File: src/rtl/ram_arbiter_pkg.sv
// Shared definitions for the two-port RAM arbiter.
package ram_arbiter_pkg;

  localparam int NUM_PORTS = 2;

  typedef enum logic [1:0] {
    IDLE   = 2'd0,
    ACCESS = 2'd1,
    RESP   = 2'd2
  } state_t;

endpackage

File: src/rtl/rr_arbiter2.sv
// Two-way round-robin selector: a lone request always wins, and on a
// conflict the port that was not granted last time wins.
module rr_arbiter2
  import ram_arbiter_pkg::*;
(
  input  logic [NUM_PORTS-1:0] req,
  input  logic                 last,
  output logic [NUM_PORTS-1:0] grant
);

  // last = 1 means port 1 was granted most recently, so port 0 is favoured
  assign grant[0] = req[0] & (~req[1] | last);
  assign grant[1] = req[1] & (~req[0] | ~last);

endmodule

File: src/rtl/ram_arbiter.sv
// Serialises CPU (port 0) and loader (port 1) accesses onto one
// synchronous-read RAM. One access at a time: IDLE -> ACCESS -> (RESP) -> IDLE.
module ram_arbiter
  import ram_arbiter_pkg::*;
#(
  parameter int DATA_WIDTH = 32,
  parameter int ADDR_WIDTH = 6
) (
  input  logic                  clock,
  input  logic                  reset_n,
  input  logic                  req0,
  input  logic                  req1,
  input  logic                  we0,
  input  logic                  we1,
  input  logic [ADDR_WIDTH-1:0] addr0,
  input  logic [ADDR_WIDTH-1:0] addr1,
  input  logic [DATA_WIDTH-1:0] wdata0,
  input  logic [DATA_WIDTH-1:0] wdata1,
  output logic                  ack0,
  output logic                  ack1,
  output logic                  rvalid0,
  output logic                  rvalid1,
  output logic [DATA_WIDTH-1:0] rdata,
  output logic [ADDR_WIDTH-1:0] ram_read_addr,
  output logic [ADDR_WIDTH-1:0] ram_write_addr,
  output logic [DATA_WIDTH-1:0] ram_data,
  output logic                  ram_we,
  input  logic [DATA_WIDTH-1:0] ram_q
);

  state_t                  state;
  logic                    last;      // id of the most recently granted port
  logic                    owner;     // id of the port owning the current access
  logic                    we_q;
  logic [ADDR_WIDTH-1:0]   addr_q;
  logic [DATA_WIDTH-1:0]   wdata_q;
  logic                    ram_we_q;
  logic [NUM_PORTS-1:0]    ack_q;
  logic [NUM_PORTS-1:0]    rvalid_q;

  logic [NUM_PORTS-1:0]    req;
  logic [NUM_PORTS-1:0]    grant;
  logic                    sel_we;
  logic [ADDR_WIDTH-1:0]   sel_addr;
  logic [DATA_WIDTH-1:0]   sel_wdata;

  assign req       = {req1, req0};
  assign sel_we    = grant[1] ? we1    : we0;
  assign sel_addr  = grant[1] ? addr1  : addr0;
  assign sel_wdata = grant[1] ? wdata1 : wdata0;

  rr_arbiter2 u_rr (
    .req   (req),
    .last  (last),
    .grant (grant)
  );

  // Access sequencer; ack/rvalid/ram_we are registered one-cycle pulses
  always_ff @(posedge clock) begin
    if (!reset_n) begin
      state    <= IDLE;
      last     <= 1'b1;
      owner    <= 1'b0;
      we_q     <= 1'b0;
      addr_q   <= '0;
      wdata_q  <= '0;
      ram_we_q <= 1'b0;
      ack_q    <= '0;
      rvalid_q <= '0;
    end else begin
      ack_q    <= '0;
      rvalid_q <= '0;
      ram_we_q <= 1'b0;
      case (state)
        IDLE: begin
          if (|grant) begin
            owner    <= grant[1];
            last     <= grant[1];
            we_q     <= sel_we;
            addr_q   <= sel_addr;
            wdata_q  <= sel_wdata;
            ram_we_q <= sel_we;
            ack_q    <= grant;
            state    <= ACCESS;
          end
        end
        ACCESS: begin
          // the RAM registers its read data on this edge; present it in RESP
          if (we_q) begin
            state <= IDLE;
          end else begin
            rvalid_q[owner] <= 1'b1;
            state           <= RESP;
          end
        end
        RESP:    state <= IDLE;
        default: state <= IDLE;
      endcase
    end
  end

  // Reset overrides the pulses combinationally so an in-flight access is
  // dropped at once and a pending write never reaches the RAM.
  assign ack0           = ack_q[0] & reset_n;
  assign ack1           = ack_q[1] & reset_n;
  assign rvalid0        = rvalid_q[0] & reset_n;
  assign rvalid1        = rvalid_q[1] & reset_n;
  assign ram_we         = ram_we_q & reset_n;
  assign ram_read_addr  = reset_n ? addr_q  : '0;
  assign ram_write_addr = reset_n ? addr_q  : '0;
  assign ram_data       = reset_n ? wdata_q : '0;
  assign rdata          = ram_q;

endmodule

File: config.mk
export PLATFORM = sky130hd
export DESIGN_NAME = ram_arbiter
export DESIGN_NICKNAME = d
export VERILOG_FILES = /design/src/rtl/ram_arbiter_pkg.sv /design/src/rtl/rr_arbiter2.sv /design/src/rtl/ram_arbiter.sv
export SDC_FILE = /design/constraint.sdc
export NUM_CORES = 1
export LEC_CHECK = 0
export CAP_MARGIN = 20
export CORE_MARGIN = 2
export CORE_UTILIZATION = 35
export DETAILED_ROUTE_END_ITERATION = 7
export GPL_ROUTABILITY_DRIVEN = 0
export PLACE_DENSITY = 0.86
export REMOVE_ABC_BUFFERS = 1
export SETUP_SLACK_MARGIN = 0.05
export SYNTH_ARGS = -nofsm -noshare
export SYNTH_HDL_FRONTEND = slang
export SYNTH_SLANG_ARGS = --single-unit
File: constraint.sdc
create_clock -name clock -period 1.65 [get_ports clock]
set_input_delay 0.2475 -clock clock [delete_from_list [all_inputs] [get_ports clock]]
set_output_delay 0.2475 -clock clock [all_outputs]
set_load 0.05 [all_outputs]
# Word-level counts from Yosys, hierarchy flattened

Cells that the tools add are included.
Widths: inputs -> output; s select.

Mux-type cells: 10
Bitwise logic cells: 14
Eq/ne operators: 2
Reductions and logical operators: 6
$lt $le $gt $ge: 2

Operators by type and width:

| cell               | count |
|---|---|
| $mux 32            | 2 |
| $mux 6             | 2 |
| $and 1x1->1        | 7 |
| $not 1->1          | 5 |
| $mux 2             | 2 |
| $pmux 2 s2         | 1 |
| $reduce_and 3->1   | 1 |
| $reduce_or 3->1    | 1 |
| $eq 2x1->1 const B | 1 |
| $logic_not 2->1    | 1 |
| $lt 1x2->1 const B | 1 |
| $mux 1             | 2 |
| $ne 2x2->1 const B | 1 |
| $or 1x1->1         | 2 |
| $reduce_and 2->1   | 1 |
| $reduce_or 2->1    | 1 |
| $demux 1 s1        | 1 |
| $ge 1x1->1 const B | 1 |
| $logic_and 1x1->1  | 1 |

Word-level logic and storage cells: 43
Input bits: 114
Flip-flop bits (word level): 48
Output and inout bits: 81

# Logic depth before layout (Yosys ltp)

Depth after elaboration: 6
Mapped depth: 6
Depth with buffers taken out: 3

# Hierarchy

A second synthesis with hierarchy kept.

Cells, all modules: 291
Area, all modules: 2,685.1 µm²

Modules (own cells, without submodules):

| module      | area an instance (µm²) | cells each | sequential area each (µm²) | times used |
|---|---|---|---|---|
| ram_arbiter | 2,666.3                | 288        | 960.9                      | 1 |
| rr_arbiter2 | 18.8                   | 3          | 0.0                        | 1 |

# Least setup slack after synthesis

No wires, ideal clock.

Path kind: input to output
Start: input reset_n
End: output ram_write_addr[0]
Data required time: 1.402 ns
Path buffers: 3
Cell stages on the path: 4
Arrival time: 1.420 ns
Path slack: -0.017 ns
Path through: clkbuf_1 > clkbuf_1 > and2_1 > buf_4

Word-level cells in the longest chain between the ends: 1

Ends and longest elaborated chain:

| element         | RTL line          | source |
|---|---|---|
| start, declared | ram_arbiter.sv:10 | `input logic reset_n,` |
| $mux 6          | -                 |  |
| end, declared   | ram_arbiter.sv:25 | `output logic [ADDR_WIDTH-1:0] ram_write_addr,` |

Every way passes these cells.

# Worst setup path after layout

Start: input req0
End: register wdata_q[27]

Word-level cells in the longest chain between the ends: 5
Elaborated cells between the ends (all ways): 7
Classes of those cells: mux (1); bitwise (4); reduce/logical (2)

Ends and longest elaborated chain:

| element                    | RTL line          | source |
|---|---|---|
| start, declared            | ram_arbiter.sv:11 | `input logic req0,` |
| $not 1->1                  | rr_arbiter2.sv:13 | `assign grant[1] = req[1] & (~req[0] \| ~last);` |
| $or 1x1->1                 | rr_arbiter2.sv:13 |  |
| $and 1x1->1                | rr_arbiter2.sv:13 |  |
| $reduce_or 2->1            | ram_arbiter.sv:76 | `if (\|grant) begin` |
| $reduce_and 2->1 (no line) | -                 |  |
| end signal, assigned       | ram_arbiter.sv:81 | `wdata_q <= sel_wdata;` |
| end, declared              | ram_arbiter.sv:36 | `logic [DATA_WIDTH-1:0] wdata_q;` |

Parallel ways exist; a longest one is shown, timed or not.
A chain may end at the register's enable or synchronous reset.

==> flow_summary.json <==
{
  "status": "finished, final reports clean",
  "fin_util": 0.612,
  "port_buffers": 130,
  "drc_errors": 0,
  "layout.nets": 532,
  "slew_headroom": 0.684,
  "fmax_ghz": 0.674,
  "start_kind": "input pin",
  "endpoint_kind": "register",
  "avgSynthCellArea_um2": 8.01,
  "io_pins": 195,
  "drtAntennaViolNets": 0,
  "final_area_um2": 4490,
  "p_total_mw": 3.50,
  "cp_num_cells": 4,
  "vias_per_cell": 5.24,
  "initial_core_util": 0.365,
  "insertion_delay_ps": 290,
  "reg2reg_to": "we_q",
  "antenna_found_initial": 0,
  "synth-seq-cells": 48,
  "min_period_ps": 1480,
  "tightest_slew_ps": 474,
  "ys_seq_area_frac": 0.359,
  "cts_tree": "yes",
  "post_drt_wl_per_cell_um": 17.0,
  "coreArea_um2": 7330,
  "ff2ff_path_depth": 4,
  "hold_class": "register to register",
  "final_cell_mix": "80 x clkdlybuf4s50_1, 76 x nand2_1, 54 x buf_12",
  "final_common_cell": "clkdlybuf4s50_1",
  "vias": 2713,
  "die_y_um": 91.4,
  "setup_viol": 0,
  "setup.worst_path.start": "req0",
  "die_x_um": 91.4,
  "grt_use_total": 0.208,
  "drive_gt1_frac": 0.220,
  "power.density_nw_per_um2": 779,
  "rsz0062_at_grt": "no",
  "cts-root-buf": "clkbuf_8",
  "finalMaxSlewViolations": 0,
  "path_buf_inv": 1,
  "syn_area_um2": 2680,
  "period_share": 0.899,
  "max-vdd-ir-drop_mv": 0.385,
  "ctsResizeCount": 7,
  "grt_max_degree": 46,
  "path_cells": "clkdlybuf4s50_1, or2_1, and2_4, a311oi_1",
  "synthToLayoutAreaGrowth_pct": 67.7,
  "dr.pass1.iters": 5,
  "dpl.hpwl_mm": 6.62,
  "crit_path_max_incr_delay_ps": 500,
  "cts_sinks": 48,
  "cts_hold_buf": 0,
  "cts_buffer_depth": 2,
  "r2r-start": "last",
  "crit_type": "input pin to register",
  "cap_viol_max_count": 0,
  "preCtsSetupSlack_ps": -159,
  "die_area_um2": 8360,
  "place_area_um2": 4360,
  "cts_max_level": 2,
  "rrSetupSlack_ps": 330,
  "hold_violations": 0,
  "clk_pin_slew_ps": 90,
  "slowest_stage": "and2_4",
  "grt_pass1_wl_mm": 13.7,
  "crit_path_end": "wdata_q[27]",
  "syn-instance-count": 334,
  "layout_setup_ws_ps": 166,
  "yosys_warnings": 0,
  "rows": 31,
  "finClkSkew_ps": 5.18,
  "worstPathRequired_ps": 1800,
  "crit_fanout": 39,
  "drt-total-wl_mm": 8.79,
  "postCtsSetupBuffers": 0,
  "cpLargestDelayFamily": "simple AND/OR/NAND/NOR gates",
  "cp_data_arrival_time_ps": 1630,
  "synth_cell_type_count": 27,
  "overflow": 0,
  "drt_iter0_markers": 94,
  "grt_pass1_vias": 2773,
  "cts_buffers": 5,
  "power.leakage_nw": 1.77,
  "n_antenna_cell": 0
}
-- layer usage --
metal | vias up | global-route usage | part of all wire
li1 | 1281 | - | -
met1 | 1257 | 0.238 | 0.39
met2 | 158 | 0.330 | 0.47
met3 | 15 | 0.120 | 0.12
met4 | 2 | 0.0417 | 0.011
met5 | - | 0.0641 | 0.0052
-- through the flow --
stage               hold slack (ps)  TNS [ps]  cells
floorplan                       324    -38810    266
global placement                409     -3670    509
detailed placement              415     -5090    509
CTS                             427         0    518
global route                    476         0    518
finish                          428         0    518
-- power breakdown --
group	internal, mW	switching [mW]	leakage, nW
combinational	0.716	0.715	1.32
clock	0.335	0.378	0.0510
sequential	1.29	0.0638	0.398
-- how the worst min path moves through the flow --
stage	startpoint	to	slack (ps)	depth (start not counted)
after floorplan	reset_n	last	320	1
after global placement	owner	rvalid_q[0]	410	1
after detailed placement	owner	rvalid_q[0]	410	1
after CTS	owner	rvalid_q[0]	430	1
after global routing	owner	rvalid_q[0]	480	1
final	owner	rvalid_q[0]	430	1
-- registers in the layout (all words and copies together), names as in the netlist --
register  count
ack_q         2
addr_q        6
last          1
owner         1
ram_we_q      1
rvalid_q      2
state         2
wdata_q      32
we_q          1
-- cell families (layout without fill, tap and decap cells) --
family / count (synthesis) / after routing / synth area share
buffers and inverters: 70 / 155 / 0.160
AO/OA/AOI/OAI: 85 / 85 / 0.244
multiplexers: 1 / 1 / 0.00374
AND/OR/NAND/NOR: 130 / 130 / 0.233
flip-flops: 48 / 48 / 0.359
-- final cells by class --
class	instances	area (um2)
Clock buffer	6	82.6
Inverter	2	7.51
Tap cell	99	124
Sequential cell	48	961
Fill cell	579	2840
Clock inverter	2	10.0
Multi-Input combinational cell	216	1310
Timing Repair Buffer	145	1990
-- synth_stat cells (all sizes together) --
master   n  area, um2
nand2   76        285
buf     49        350
dfxtp   48        961
and2    45        284
a21oi   40        200
a311oi  38        395
clkbuf  19       71.3
and3     3       18.8
a21boi   2       15.0
inv      2       7.51
nor2b    2       12.5
a211oi   1       7.51
a21bo    1       10.0
mux2i    1       10.0
nor2     1       3.75
nor3     1       5.00
nor4b    1       8.76
o2111a   1       11.3
o21a     1       7.51
o21ai    1       5.00
or2      1       6.26
Note: power is estimated with default switching activity, not from simulation.
